--- config.mk ---
export PLATFORM = sky130hd
export DESIGN_NAME = shift_reg_univ_flat
export DESIGN_NICKNAME = d
export VERILOG_FILES = /design/src/rtl/shift_reg_univ_pkg.sv /design/src/rtl/shift_reg_univ_if.sv /design/src/rtl/shift_reg_univ_step.sv /design/src/rtl/shift_reg_univ.sv /design/src/flat_wrapper.sv
export SDC_FILE = /design/constraint.sdc
export NUM_CORES = 1
export LEC_CHECK = 0
export ABC_AREA = 1
export CORE_MARGIN = 5
export CORE_UTILIZATION = 43
export DETAILED_ROUTE_END_ITERATION = 10
export PLACE_DENSITY = 0.73
export SYNTH_ARGS = -nofsm -noshare
export SYNTH_HDL_FRONTEND = slang
export SYNTH_SLANG_ARGS = --single-unit
--- constraint.sdc ---
create_clock -name clk -period 1.35 [get_ports clk]
set_input_delay 0.27 -clock clk [delete_from_list [all_inputs] [get_ports clk]]
set_output_delay 0.27 -clock clk [all_outputs]
set_load 0.02 [all_outputs]
--- src/rtl/shift_reg_univ_pkg.sv ---
// Shared constants for the universal shift register.
//   - MODE_*     : 3-bit operation codes presented on the mode input
//   - ST_*       : burst sequencer state encodings
//   - is_shift_mode(): true for modes that a burst may repeat (SHL..ROR)
package shift_reg_univ_pkg;

  localparam logic [2:0] MODE_HOLD  = 3'b000;
  localparam logic [2:0] MODE_SHL   = 3'b001;
  localparam logic [2:0] MODE_SHR   = 3'b010;
  localparam logic [2:0] MODE_SAR   = 3'b011;
  localparam logic [2:0] MODE_ROL   = 3'b100;
  localparam logic [2:0] MODE_ROR   = 3'b101;
  localparam logic [2:0] MODE_LOAD  = 3'b110;
  localparam logic [2:0] MODE_CLEAR = 3'b111;

  localparam logic [1:0] ST_IDLE = 2'd0;
  localparam logic [1:0] ST_RUN  = 2'd1;
  localparam logic [1:0] ST_DONE = 2'd2;

  // Bursts only make sense for ops that move bits; HOLD/LOAD/CLEAR repeated
  // N times is the same as doing them once.
  function automatic logic is_shift_mode(input logic [2:0] mode);
    return (mode >= MODE_SHL) && (mode <= MODE_ROR);
  endfunction

endpackage

--- src/rtl/shift_reg_univ_if.sv ---
// Control/data bundle between a requester and shift_reg_univ.
//   master: drives en, mode, sin_l, sin_r, pdata, start, burst_len;
//           observes out, sout_l, sout_r, busy, done
//   slave : the mirror image, used by shift_reg_univ
interface shift_reg_univ_if #(
  parameter int WIDTH = 16,
  parameter int STEP  = 1
);
  localparam int CNT_W = $clog2(WIDTH + 1);

  logic             en;
  logic [2:0]       mode;
  logic [STEP-1:0]  sin_l;
  logic [STEP-1:0]  sin_r;
  logic [WIDTH-1:0] pdata;
  logic             start;
  logic [CNT_W-1:0] burst_len;
  logic [WIDTH-1:0] out;
  logic [STEP-1:0]  sout_l;
  logic [STEP-1:0]  sout_r;
  logic             busy;
  logic             done;

  modport master (
    output en, mode, sin_l, sin_r, pdata, start, burst_len,
    input  out, sout_l, sout_r, busy, done
  );

  modport slave (
    input  en, mode, sin_l, sin_r, pdata, start, burst_len,
    output out, sout_l, sout_r, busy, done
  );

endinterface

--- src/rtl/shift_reg_univ_step.sv ---
// Combinational next-value for a single register operation.
//   cur   : current register value
//   mode  : operation code (MODE_*)
//   sin_l : bits entering the low end on SHL
//   sin_r : bits entering the high end on SHR
//   pdata : value taken on LOAD
//   nxt   : resulting register value
module shift_step
  import shift_reg_univ_pkg::*;
#(
  parameter int WIDTH = 16,
  parameter int STEP  = 1
) (
  input  logic [WIDTH-1:0] cur,
  input  logic [2:0]       mode,
  input  logic [STEP-1:0]  sin_l,
  input  logic [STEP-1:0]  sin_r,
  input  logic [WIDTH-1:0] pdata,
  output logic [WIDTH-1:0] nxt
);

  // Select the result of one STEP-bit operation.
  always_comb begin
    nxt = cur;
    case (mode)
      MODE_HOLD:  nxt = cur;
      MODE_SHL:   nxt = {cur[WIDTH-STEP-1:0], sin_l};
      MODE_SHR:   nxt = {sin_r, cur[WIDTH-1:STEP]};
      MODE_SAR:   nxt = {{STEP{cur[WIDTH-1]}}, cur[WIDTH-1:STEP]};
      MODE_ROL:   nxt = {cur[WIDTH-STEP-1:0], cur[WIDTH-1 -: STEP]};
      MODE_ROR:   nxt = {cur[STEP-1:0], cur[WIDTH-1:STEP]};
      MODE_LOAD:  nxt = pdata;
      MODE_CLEAR: nxt = {WIDTH{1'b0}};
      default:    nxt = cur;
    endcase
  end

endmodule

--- src/rtl/shift_reg_univ.sv ---
// Universal shift register with a burst sequencer.
//   clk  : clock, all state on posedge
//   rstn : asynchronous reset, active HIGH despite the name (kept for
//          compatibility with the shift_reg it replaces)
//   bus  : shift_reg_univ_if.slave - controls in, out/sout_l/sout_r/busy/done out
// In IDLE the register follows mode when en=1. A start strobe with a shift
// mode and nonzero burst_len runs burst_len back-to-back ops in RUN, then
// spends one cycle in DONE. Anything else on start goes straight to DONE.
module shift_reg_univ
  import shift_reg_univ_pkg::*;
#(
  parameter int WIDTH = 16,
  parameter int STEP  = 1
) (
  input logic           clk,
  input logic           rstn,
  shift_reg_univ_if.slave bus
);

  localparam int CNT_W = $clog2(WIDTH + 1);
  localparam logic [CNT_W-1:0] CNT_ONE  = CNT_W'(1);
  localparam logic [CNT_W-1:0] CNT_ZERO = CNT_W'(0);

  logic [WIDTH-1:0] out_r;
  logic [WIDTH-1:0] nxt_s;
  logic [1:0]       state_r;
  logic [2:0]       mode_r;
  logic [2:0]       op_mode_s;
  logic [CNT_W-1:0] cnt_r;

  // During a burst the latched mode drives the datapath; the live mode input
  // is only honoured in IDLE.
  always_comb begin
    if (state_r == ST_RUN) begin
      op_mode_s = mode_r;
    end else begin
      op_mode_s = bus.mode;
    end
  end

  shift_step #(
    .WIDTH (WIDTH),
    .STEP  (STEP)
  ) u_step (
    .cur   (out_r),
    .mode  (op_mode_s),
    .sin_l (bus.sin_l),
    .sin_r (bus.sin_r),
    .pdata (bus.pdata),
    .nxt   (nxt_s)
  );

  // Register, sequencer state and burst down-counter.
  always_ff @(posedge clk or posedge rstn) begin
    if (rstn) begin
      out_r   <= {WIDTH{1'b0}};
      state_r <= ST_IDLE;
      mode_r  <= MODE_HOLD;
      cnt_r   <= CNT_ZERO;
    end else begin
      case (state_r)
        ST_IDLE: begin
          // start wins over en; the launching edge itself applies no op
          if (bus.start) begin
            if (is_shift_mode(bus.mode) && (bus.burst_len != CNT_ZERO)) begin
              mode_r  <= bus.mode;
              cnt_r   <= bus.burst_len;
              state_r <= ST_RUN;
            end else begin
              state_r <= ST_DONE;
            end
          end else if (bus.en) begin
            out_r <= nxt_s;
          end else begin
            out_r <= out_r;
          end
        end
        ST_RUN: begin
          out_r <= nxt_s;
          cnt_r <= cnt_r - CNT_ONE;
          if (cnt_r == CNT_ONE) begin
            state_r <= ST_DONE;
          end else begin
            state_r <= ST_RUN;
          end
        end
        ST_DONE: begin
          state_r <= ST_IDLE;
        end
        default: begin
          state_r <= ST_IDLE;
        end
      endcase
    end
  end

  // busy/done decode straight from the state flops, so no combinational
  // path from inputs reaches them.
  assign bus.out    = out_r;
  assign bus.busy   = (state_r == ST_RUN);
  assign bus.done   = (state_r == ST_DONE);
  assign bus.sout_l = out_r[WIDTH-1 -: STEP];
  assign bus.sout_r = out_r[STEP-1:0];

endmodule

--- src/flat_wrapper.sv ---
// flat-port wrapper written by rule: the top's interface ports become plain ports
module shift_reg_univ_flat import shift_reg_univ_pkg::*;
#(
  parameter int WIDTH = 16,
  parameter int STEP  = 1
)
  (clk, rstn, bus_en, bus_mode, bus_sin_l, bus_sin_r, bus_pdata, bus_start, bus_burst_len, bus_out, bus_sout_l, bus_sout_r, bus_busy, bus_done);
  shift_reg_univ_if #(.WIDTH(WIDTH), .STEP(STEP)) bus_i ();
  input logic clk;
  input logic rstn;
  input wire logic [$bits(bus_i.en)-1:0] bus_en;
  input wire logic [$bits(bus_i.mode)-1:0] bus_mode;
  input wire logic [$bits(bus_i.sin_l)-1:0] bus_sin_l;
  input wire logic [$bits(bus_i.sin_r)-1:0] bus_sin_r;
  input wire logic [$bits(bus_i.pdata)-1:0] bus_pdata;
  input wire logic [$bits(bus_i.start)-1:0] bus_start;
  input wire logic [$bits(bus_i.burst_len)-1:0] bus_burst_len;
  output wire logic [$bits(bus_i.out)-1:0] bus_out;
  output wire logic [$bits(bus_i.sout_l)-1:0] bus_sout_l;
  output wire logic [$bits(bus_i.sout_r)-1:0] bus_sout_r;
  output wire logic [$bits(bus_i.busy)-1:0] bus_busy;
  output wire logic [$bits(bus_i.done)-1:0] bus_done;
  assign bus_i.en = bus_en;
  assign bus_i.mode = bus_mode;
  assign bus_i.sin_l = bus_sin_l;
  assign bus_i.sin_r = bus_sin_r;
  assign bus_i.pdata = bus_pdata;
  assign bus_i.start = bus_start;
  assign bus_i.burst_len = bus_burst_len;
  assign bus_out = bus_i.out;
  assign bus_sout_l = bus_i.sout_l;
  assign bus_sout_r = bus_i.sout_r;
  assign bus_busy = bus_i.busy;
  assign bus_done = bus_i.done;
  shift_reg_univ #(.WIDTH(WIDTH), .STEP(STEP)) u_core (.clk(clk), .rstn(rstn), .bus(bus_i));
endmodule
==> qor.txt, run 1 <==
Mapped Nets = 271
Initial antenna violation count = 0
Worst-Skew Late Latency = 270 ps
Post-route clock skew = 5.34 ps
Post-synth ARST share = 1.00
Cell row count = 23
Vias after detailed routing = 2,010
Post-DR vias/cell = 5.28
Vias in the first global route = 1,893
M3 GR Usage = 0.0243
Starting Density = 0.444
Die area = 5550 um^2
Violated checks = setup timing
Hold crit path type = in -> reg
Post-Syn Instances = 239
Post-DR wirelength/cell = 15.1 um
Sequential Area = 652 um^2
DRC violations left = 0
Dpl cells = 365
Max stage delay cell, worst path = dfrtp_2
Layout cells sized above 1 = 0.432
I/O Buffers = 49
Post-synthesis cell area = 1790 um^2
Register bit total from synthesis = 26
Worst hold stages = 3
Post-synth EDFFs = 0
HPWL after DPL = 3320 um
Grt met2 use = 0.339
Final net count = 364
Final setup TNS = -2710 ps
CP Capture Type = register
R2R setup slack = -200 ps
Core area = 4030 um^2
RSZ-0062 raised after global routing = yes
Critical Path, Cell by Cell = nand2_8 > nand2_4 > nand2_8 > buf_4 > nand3_4 > nor2_1 > a21oi_2 > a21oi_1
Max-cap violations = 0
Final Core Density = 0.766
DR iter-0 viols = 109
Synth cell types = 30
Root buf cell = clkbuf_8
Post-synthesis sequential area ratio = 0.364
Hold-fix buffers at CTS = 0
Crit path top cell by count = nand2_8
Post-place instance area = 2560 um^2
Maximum level of the CTS H-tree = 1
First-pass iteration count of the detailed router = 4
CTS Buf Count = 3
Final worst slack = -201 ps
GRT Resource Usage Total = 0.202
Worst R2R End = u_core.bus.out[13]
Area of the multi-input gates = 1290 um^2
Syn Area/Cell = 7.48 um^2
Fmax = 645 MHz
Required time of the worst setup path = 1550 ps
Die Y-Extent = 74.5 um
Ys flop type = dfrtp_1
Met1 usage = 0.273
Slew margin rel. = 0.785
CP Max Fanout = 7
CTS clk-pin slew, worst paths = 90 ps
Period Utilization, post-route = 1.15
Final Max Tran Viols = 0
Routed WL = 5760 um
Diode count = 0
Fin area = 3090 um^2
Global route hottest layer = met2
Status = finished, violations left
Grt ovf = 0
R2R depth = 8
First-pass GRT wire length = 8690 um
Crit start category = register
CP max stage delay = 500 ps
Clock period minus worst slack = 1550 ps
Largest net degree at the start of global routing = 27
Routed Antenna Nets = 0
Hold EP = u_core.mode_r[1]
Total Power = 0.00794 W
Setup-failing EPs final = 21
R2r startpoint = u_core.state_r[0]
Pwr/cell area = 2570 nW/um^2
Max rail drop VDD = 0.00149 V
Io pins = 50
Hold path start = bus_mode[1]
Fillcell total = 256
Clock Path Buffers = 2
Area Growth Syn to Fin = 72.6%
Final hold violation count = 0
Post-route insts no fill = 381
Yosys Warn Count = 0
CTS Sinks = 26
CP arrival = 1750 ps
Least-Margin Pin Slew = 321 ps
GP Congestion = 0.803
CP Class = reg -> reg
CTS tree = yes
Leak Pwr = 1.44 nW
Chip width = 74.5 um
[repair_timing]
item                       4_1_cts  5_1_grt
setup endpoints to repair       43       30
gates cloned                     6        0
resized for setup               84       67
buffers inserted                 4        3
pin swaps                       15       18
[metrics by stage]
step | worst slack, ps | hold WS [ps]
6_report | -201 | 341
5_1_grt | -278 | 365
4_1_cts | -167 | 339
3_5_place_dp | -411 | 460
3_3_place_gp | -385 | 457
2_1_floorplan | -57.2 | 310
[metal layers]
layer | up-vias | wire (um)
met1 | 955 | 2390
met3 | 19 | 280
met2 | 62 | 2940
met4 | 0 | 153
met5 | - | 0
li1 | 974 | -
[registers in the layout, summed over array words and instances (netlist names)]
name	cells
u_core.bus.out	16
u_core.cnt_r	5
u_core.mode_r	3
u_core.state_r	2
[report_power, final]
| group | leakage (nW) | switching [W] | internal (W) |
|---|---|---|---|
| Combinational | 1.11 | 0.00337 | 0.00251 |
| Clock | 0.0288 | 0.000252 | 0.000261 |
| Sequential | 0.304 | 0.000358 | 0.00119 |
[cell families after synthesis]
family | count (synthesis) | share of synthesized area
simple gates | 103 | 0.289
compound gates | 63 | 0.190
buf+inv | 43 | 0.132
flops | 26 | 0.364
fa+ha+maj | 2 | 0.0140
xor+xnor | 1 | 0.00490
mux | 1 | 0.00560
[worst max path at each step]
stage	from	end	cells after the start	slack, ps
finish	u_core.state_r[0]	u_core.bus.out[13]	8	-200
global route	u_core.state_r[0]	u_core.bus.out[13]	8	-280
CTS	u_core.state_r[1]	u_core.bus.out[8]	9	-170
detailed placement	bus_mode[2]	u_core.cnt_r[3]	8	-410
global placement	bus_mode[0]	u_core.bus.out[6]	9	-390
floorplan	u_core.state_r[1]	u_core.bus.out[9]	10	-60
[cells in the mapped netlist (2+ instances only)]
cell type / number / area (um^2)
a21oi_1: 44 / 220
ha_1: 2 / 25.0
nand2_1: 30 / 113
buf_4: 3 / 22.5
nand3_2: 2 / 20.0
nor2_1: 41 / 154
inv_2: 2 / 7.51
a31oi_1: 2 / 12.5
nor3_1: 2 / 10.0
nand2_2: 2 / 12.5
o21ai_1: 3 / 15.0
nand4_1: 4 / 25.0
nand2_4: 7 / 78.8
buf_6: 6 / 67.6
nand3_1: 12 / 60.1
o21ai_0: 10 / 50.1
dfrtp_1: 26 / 651
inv_1: 29 / 109
[cell usage in the layout (no fill, tap or decap), types with 6 or more instances in the layout]
| master | netlist | routed |
|---|---|---|
| clkdlybuf4s50_1 | 0 | 24 |
| nand2_1 | 30 | 20 |
| buf_4 | 3 | 27 |
| nand3_1 | 12 | 8 |
| inv_1 | 29 | 26 |
| dfrtp_1 | 26 | 25 |
| nor2_1 | 41 | 18 |
| buf_6 | 6 | 16 |
| nand2_4 | 7 | 12 |
| nor2_2 | 1 | 20 |
| dlygate4sd2_1 | 0 | 15 |
| a21oi_1 | 44 | 24 |
| nand2_2 | 2 | 6 |
| a21oi_2 | 1 | 20 |
| nand2_8 | 1 | 6 |
| o21ai_1 | 3 | 7 |
[layout make-up]
| type | instances | area share |
|---|---|---|
| Inverter | 33 | 0.0450 |
| Timing Repair inverter | 1 | 0.00365 |
| Tap cell | 50 | 0.0203 |
| Clock buffer | 4 | 0.0178 |
| Sequential cell | 26 | 0.211 |
| Timing Repair Buffer | 92 | 0.283 |
| Multi-Input combinational cell | 175 | 0.418 |
[worst max-delay path: cells and delay by family (launching register included)]
| family | cells | cell delay, ps |
|---|---|---|
| AND/OR/NAND/NOR | 5 | 620 |
| flip-flops | 1 | 500 |
| AO/OA/AOI/OAI | 2 | 230 |
| buffers and inverters | 1 | 130 |
(Power assumes the default switching activity.)
==> run 2, diff against run 1 <==
- CORE_ASPECT_RATIO: unset -> 1.4
- CORE_UTILIZATION: 43 -> 40
- PLACE_DENSITY: 0.73 -> 0.64
- SYNTH_HIERARCHICAL: unset -> 1
==> run 2 against run 1 <==
The run still ends with setup timing left. Routed wire length is 43% higher. Cell area is 24% higher. Critical path type unchanged. Sequential power is 9% lower. Clock power is 38% higher. Count of clock-buffer cells in the layout is 1 lower.
==> qor.txt, run 2 <==
Total Power = 0.00883 W (+11%)
Bufs and invs on worst path = 5 (+4)
Yosys Warn Count = 6 (+6)
Vias in the first global route = 3,032 (+60%)
Post-route insts no fill = 589 (+55%)
CP Capture Type = register
Post-DR vias/cell = 5.27 (-0.11%)
Top post-synthesis cells by area = dfrtp_1 (26%), nand2_1 (15%), nand4_1 (12%)
Commonest non-fill, non-tap cell in the layout = nand2_1
Period Utilization, post-route = 1.31 (+0.166)
Die Y-Extent = 104 um (+39%)
Post-synth top area cell = dfrtp_1
Post-synthesis cell area = 2510 um^2 (+40%)
Core area = 6170 um^2 (+53%)
Chip width = 77.0 um (+3.3%)
CTS clk-pin slew, worst paths = 110 ps (+20 ps)
Grt ovf = 0 (unchanged)
Max-cap violations = 0 (unchanged)
Required time of the worst setup path = 1570 ps (+20 ps)
Die area = 7990 um^2 (+44%)
Slew margin rel. = 0.787 (+0.00177)
Max reg flops = 16 (unchanged)
Least-Margin Pin Slew = 318 ps (-2.50 ps)
Diode count = 0 (unchanged)
Syn Area/Cell = 5.98 um^2 (-20%)
Hold-fix buffers at CTS = 0 (unchanged)
Post-Syn Instances = 420 (+76%)
Root buf cell = clkbuf_8
Leak Pwr = 1.96 nW (+36%)
Most frequent cells after synthesis = nand2_1 (103), nor2_1 (71), inv_1 (59), nand3_1 (48), nand4_1 (48)
Final Core Density = 0.622 (-0.144)
Post-synth ARST share = 1.00 (unchanged)
Routed WL = 8260 um (+43%)
Starting Density = 0.407 (-0.0367)
Post-DR wirelength/cell = 14.0 um (-7.3%)
Max stage delay cell, worst path = dfrtp_1
Hold crit path type = in -> async
Internal power contribution = 0.00446 W (+13%)
Maximum level of the CTS H-tree = 1 (unchanged)
CTS Sinks = 26 (unchanged)
Fmax = 564 MHz (-13%)
Post-synthesis sequential area ratio = 0.259 (-0.105)
Register bit total from synthesis = 26 (unchanged)
Synth cell types = 22 (-27%)
Clock period minus worst slack = 1770 ps (+224 ps)
Dpl cells = 567 (+55%)
DRC violations left = 0 (unchanged)
Area Growth Syn to Fin = 52.8%
Final worst slack = -425 ps (-224 ps)
NetSw = 0.00437 W (+10%)
HPWL after DPL = 5460 um (+64%)
Clock power frac = 0.080 (+0.015)
Delay-heaviest family, CP = buffers and inverters
Final setup TNS = -7020 ps (-4300 ps)
CP arrival = 2000 ps (+250 ps)
Pwr/cell area = 2300 nW/um^2 (-11%)
Most frequent cells in the layout = nand2_1 (91), nor2_1 (59), inv_1 (55)
Ys flop type = dfrtp_1
Io pins = 50 (unchanged)
Setup-failing EPs final = 27 (+29%)
GP Congestion = 0.828 (+3.1%)
Largest net degree at the start of global routing = 33 (+22%)
CP Max Fanout = 7 (unchanged)
Final hold violation count = 0 (unchanged)
Initial antenna violation count = 0 (unchanged)
Critical Path, Cell by Cell = inv_2 > nand2_4 > buf_4 > nand2_2 > nand2_2 > buf_12 > nor3_4 > buf_6 > nand2_1 > nand3_1 > inv_1 > o21ai_1
Status = finished, violations left
Clock Path Buffers = 2 (unchanged)
Worst-Skew Late Latency = 290 ps (+20 ps)
GRT Resource Usage Total = 0.201 (-0.00110)
Routed Antenna Nets = 0 (unchanged)
Post-route clock skew = 1.84 ps (-3.49 ps)
Final net count = 550 (+51%)
Violated checks = setup timing
Switching Share = 0.495 (-0.00580)
Layout cells sized above 1 = 0.242 (-0.190)
WHS = 293 ps (-47.1 ps)
Final Max Tran Viols = 0 (unchanged)
CP max stage delay = 400 ps (-100 ps)
Top cell type's share of synthesized area = 0.259 (-0.105)
Seq pwr share = 0.160 (-0.035)
First-pass GRT wire length = 13,500 um (+56%)
Cell row count = 34 (+48%)
Mapped Nets = 452 (+67%)
CTS Buf Count = 3 (unchanged)
I/O Buffers = 49 (unchanged)
CP Class = reg -> reg
Post-synth EDFFs = 0 (unchanged)
Gate power share = 0.760 (+0.020)
First-pass iteration count of the detailed router = 4 (unchanged)
Crit path top cell by count = nand2_2
Crit start category = register
CTS tree = yes
Most numerous cell in the Yosys netlist = nand2_1
RSZ-0062 raised after global routing = yes
Max rail drop VDD = 0.00133 V (-11%)
Vias after detailed routing = 3,104 (+54%)
DR iter-0 viols = 288 (+160%)
## run 2: worst min-delay path, stage by stage
cell	delay, ps
clkdlybuf4s50_1	390
inv_1	90
buf_12	200
## run 2: stage by stage
stage	setup slack, ps	instance area [um^2]
6_report	-425	3840
5_1_grt	-568	3840
4_1_cts	-374	3770
3_5_place_dp	-638	3450
3_3_place_gp	-556	3450
2_1_floorplan	-363	2570
## run 2: timing repair
item                                    in CTS  in global routing
pin swaps                                   15                 15
endpoints found under the setup margin      36                 28
gates resized for setup                     62                 28
cloned                                       3                  0
endpoints found under the hold margin        0                  0
setup buffers                               17                  2
## run 2: final timing paths
path	to	slack (ps)	start	cells after the start
worst max-delay path	u_core/bus.out[15]	-420	u_core/state_r[1]	12
worst min-delay path	u_core/cnt_r[1]	290	rstn	3
worst max register to register	u_core/bus.out[15]	-420	u_core/state_r[1]	12
worst min register to register	u_core/cnt_r[1]	520	u_core/cnt_r[1]	2
max in group asynchronous	u_core/mode_r[0]	880	rstn	3
min in group clk	u_core/cnt_r[1]	520	u_core/cnt_r[1]	2
## run 2: kinds of logic (layout without fill, tap and decap cells)
kind of cell,count (synthesis),count (layout),synth area share
adders and majority gates,2,2,0.00996
xor gates and xnor gates,1,1,0.00349
DFF,26,26,0.259
and+or+nand+nor,277,278,0.508
AOI/OAI and AO/OA,25,25,0.0528
buffers and inverters,89,185,0.166
## run 2: power groups by stage
stage,Combinational (W),Clock [W],Sequential [W]
after floorplan,0.00318,0,0.00187
after global placement,0.00577,0,0.00142
final,0.00671,0.000710,0.00141
after detailed placement,0.00588,0,0.00143
after global routing,0.00730,0.000760,0.00146
after CTS,0.00645,0.000711,0.00141
## run 2: final cells by class
type	count	area, um^2
clock buffers	3	41.3
clock inverters	1	30.0
fillers	564	2330
inverters	62	260
multi-input cells	306	1570
flip-flops and latches	26	651
well taps	72	90.1
repair buffers	119	1200
## run 2: routing by layer
metal  GRT usage  vias up  wire (um)
met3      0.0313       27        430
met1       0.223     1413       3140
li1            -     1554          -
met5           0        -          0
met2       0.360      110       4430
met4       0.106        0        257
==> run 3, diff against run 2 <==
- CORE_MARGIN: 5 -> unset
==> run 3 against run 2 <==
The run ends with DRC, setup timing left. Clock skew hardly changed. Die area is 17% lower. Register-to-register slack better by 20 ps. Hold slack better by 13 ps. Utilization is 1.7 points higher. Final cell count is 2.5% lower.
==> qor.txt, run 3 (same netlist as run 2, synthesis figures left out) <==
Status = finished, violations left
Violated checks = DRC, setup timing
RSZ-0062 raised after global routing = yes
Maximum level of the CTS H-tree = 1 (unchanged)
Clock Path Buffers = 2 (unchanged)
Final net count = 537 (-2.4%)
NetSw = 0.00432 W (-1.1%)
Crit start category = register
Period Utilization, post-route = 1.30 (-0.0167)
Pwr/cell area = 2270 nW/um^2 (-1.2%)
CTS clk-pin slew, worst paths = 100 ps (about the same)
Final worst slack = -402 ps (+22.6 ps)
Cell row count = 33 (-2.9%)
Setup-failing EPs final = 26 (-3.7%)
Max-cap violations = 0 (unchanged)
Vias in the first global route = 2,612 (-14%)
Clock power frac = 0.078 (-0.002)
Routed Antenna Nets = 0 (unchanged)
Worst R2R End = u_core/bus.out[5]
Fillcell total = 587 (+4.1%)
R2R setup slack = -400 ps (+20 ps)
Root buf cell = clkbuf_8
Routed WL = 7470 um (-9.5%)
Least-Margin Pin Slew = 252 ps (-66.6 ps)
Largest net degree at the start of global routing = 33 (unchanged)
CTS Buf Count = 3 (unchanged)
Max rail drop VDD = 0.00177 V (+33%)
Most frequent cells in the layout = nand2_1 (91), nor2_1 (65), inv_1 (53)
I/O Buffers = 49 (unchanged)
Internal power contribution = 0.00432 W (-3.1%)
Initial antenna violation count = 0 (unchanged)
CP arrival = 1970 ps (-30 ps)
Final hold violation count = 0 (unchanged)
Dpl cells = 561 (-1.1%)
Final Core Density = 0.639 (+0.0172)
Max reg flops = 16 (unchanged)
Commonest non-fill, non-tap cell in the layout = nand2_1
Post-route clock skew = 1.73 ps (-0.111 ps)
Gate power share = 0.759 (about the same)
Seq pwr share = 0.163 (+0.003)
CP max stage delay = 410 ps (about the same)
GP Congestion = 0.870 (+5.1%)
Required time of the worst setup path = 1560 ps (about the same)
Core area = 5950 um^2 (-3.6%)
Area Growth Syn to Fin = 51.4%
HPWL after DPL = 5130 um (-6.0%)
Vias after detailed routing = 2,972 (-4.3%)
Switching Share = 0.500 (+0.00528)
Diode count = 0 (unchanged)
R2R depth = 13 (+1)
Final Max Tran Viols = 0 (unchanged)
CP Class = reg -> reg
Layout cells sized above 1 = 0.226 (-0.0156)
Leak Pwr = 2.06 nW (+4.8%)
Slew margin rel. = 0.832 (+0.0445)
Post-DR vias/cell = 5.18 (-1.8%)
First-pass iteration count of the detailed router = 8 (+4)
Setup WS pre-CTS = -641 ps (-2.21 ps)
CTS Sinks = 26 (unchanged)
DR iter-0 viols = 209 (-27%)
Die area = 6600 um^2 (-17%)
CP Max Fanout = 8 (+1)
First-pass GRT wire length = 11,800 um (-13%)
Post-DR wirelength/cell = 13.0 um (-7.1%)
Worst-Skew Late Latency = 270 ps (-20 ps)
Max stage delay cell, worst path = dfrtp_1
WHS = 306 ps (+12.5 ps)
Chip width = 69.0 um (-10%)
Critical Path, Cell by Cell = inv_2 > nand2_4 > inv_8 > o21ai_4 > buf_12 > buf_12 > nor3_4 > buf_6 > buf_16 > nand2_4 > nand3_2 > inv_2 > o21ai_2
CTS tree = yes
DRC violations left = 1 (+1)
Clock period minus worst slack = 1750 ps (-22.6 ps)
GRT Resource Usage Total = 0.233 (+0.0315)
Post-route insts no fill = 574 (-2.5%)
Fmax = 571 MHz (+1.3%)
Grt ovf = 0 (unchanged)
CP Capture Type = register
Die Y-Extent = 95.8 um (-7.7%)
Hold crit path type = in -> async
Starting Density = 0.422 (+0.0152)
Io pins = 50 (unchanged)
R2r startpoint = u_core/state_r[1]
[run 3: area by class of cell]
type / instances / area [um^2] / area share
multi-input cells: 306 / 1650 / 0.435
repair buffers: 106 / 1080 / 0.284
flip-flops and latches: 26 / 651 / 0.171
inverters: 62 / 258 / 0.0678
well taps: 70 / 87.6 / 0.0230
clock buffers: 3 / 41.3 / 0.0109
clock inverters: 1 / 30.0 / 0.00790
[run 3: worst max path at each step]
stage	from	end	slack, ps
final	u_core/state_r[1]	u_core/bus.out[5]	-400
after global routing	u_core/state_r[1]	u_core/bus.out[14]	-510
after CTS	u_core/state_r[1]	u_core/bus.out[15]	-400
after detailed placement	bus_mode[0]	u_core/bus.out[13]	-640
after global placement	bus_mode[0]	u_core/bus.out[13]	-610
after floorplan	u_core/state_r[1]	u_core/bus.out[14]	-360
[run 3: timing repair]
item / 4_1_cts / 5_1_grt
buffers inserted: 7 / 4
gates resized for setup: 72 / 26
setup endpoints to repair: 40 / 27
pin swaps: 7 / 11
gates cloned: 2 / 0
hold buffers: 0 / 0
[run 3: through the flow]
step / power, W / instance area, um^2 / TNS (ps)
global route: 0.00930 / 3800 / -8950
CTS: 0.00834 / 3690 / -6030
global placement: 0.00717 / 3430 / -10850
floorplan: 0.00505 / 2570 / -5720
detailed placement: 0.00726 / 3430 / -11770
finish: 0.00864 / 3800 / -6480
[run 3: critical path: cells and delay by family (launching register included)]
kind,cells,cell delay [ps]
DFF,1,410
AOI/OAI and AO/OA,2,170
and+or+nand+nor,4,350
buffers and inverters,7,750
[run 3: metal layers]
layer | share of wire | track usage
met5 | 0 | 0
met4 | 0.013 | 0.0459
met3 | 0.041 | 0.0190
met2 | 0.53 | 0.426
met1 | 0.42 | 0.289
[run 3: power by group through the flow]
stage | clock [W] | combinational (W) | sequential, W
after global placement | 0 | 0.00576 | 0.00141
after global routing | 0.000720 | 0.00713 | 0.00146
final | 0.000674 | 0.00656 | 0.00141
after floorplan | 0 | 0.00318 | 0.00187
after detailed placement | 0 | 0.00583 | 0.00143
after CTS | 0.000702 | 0.00623 | 0.00141
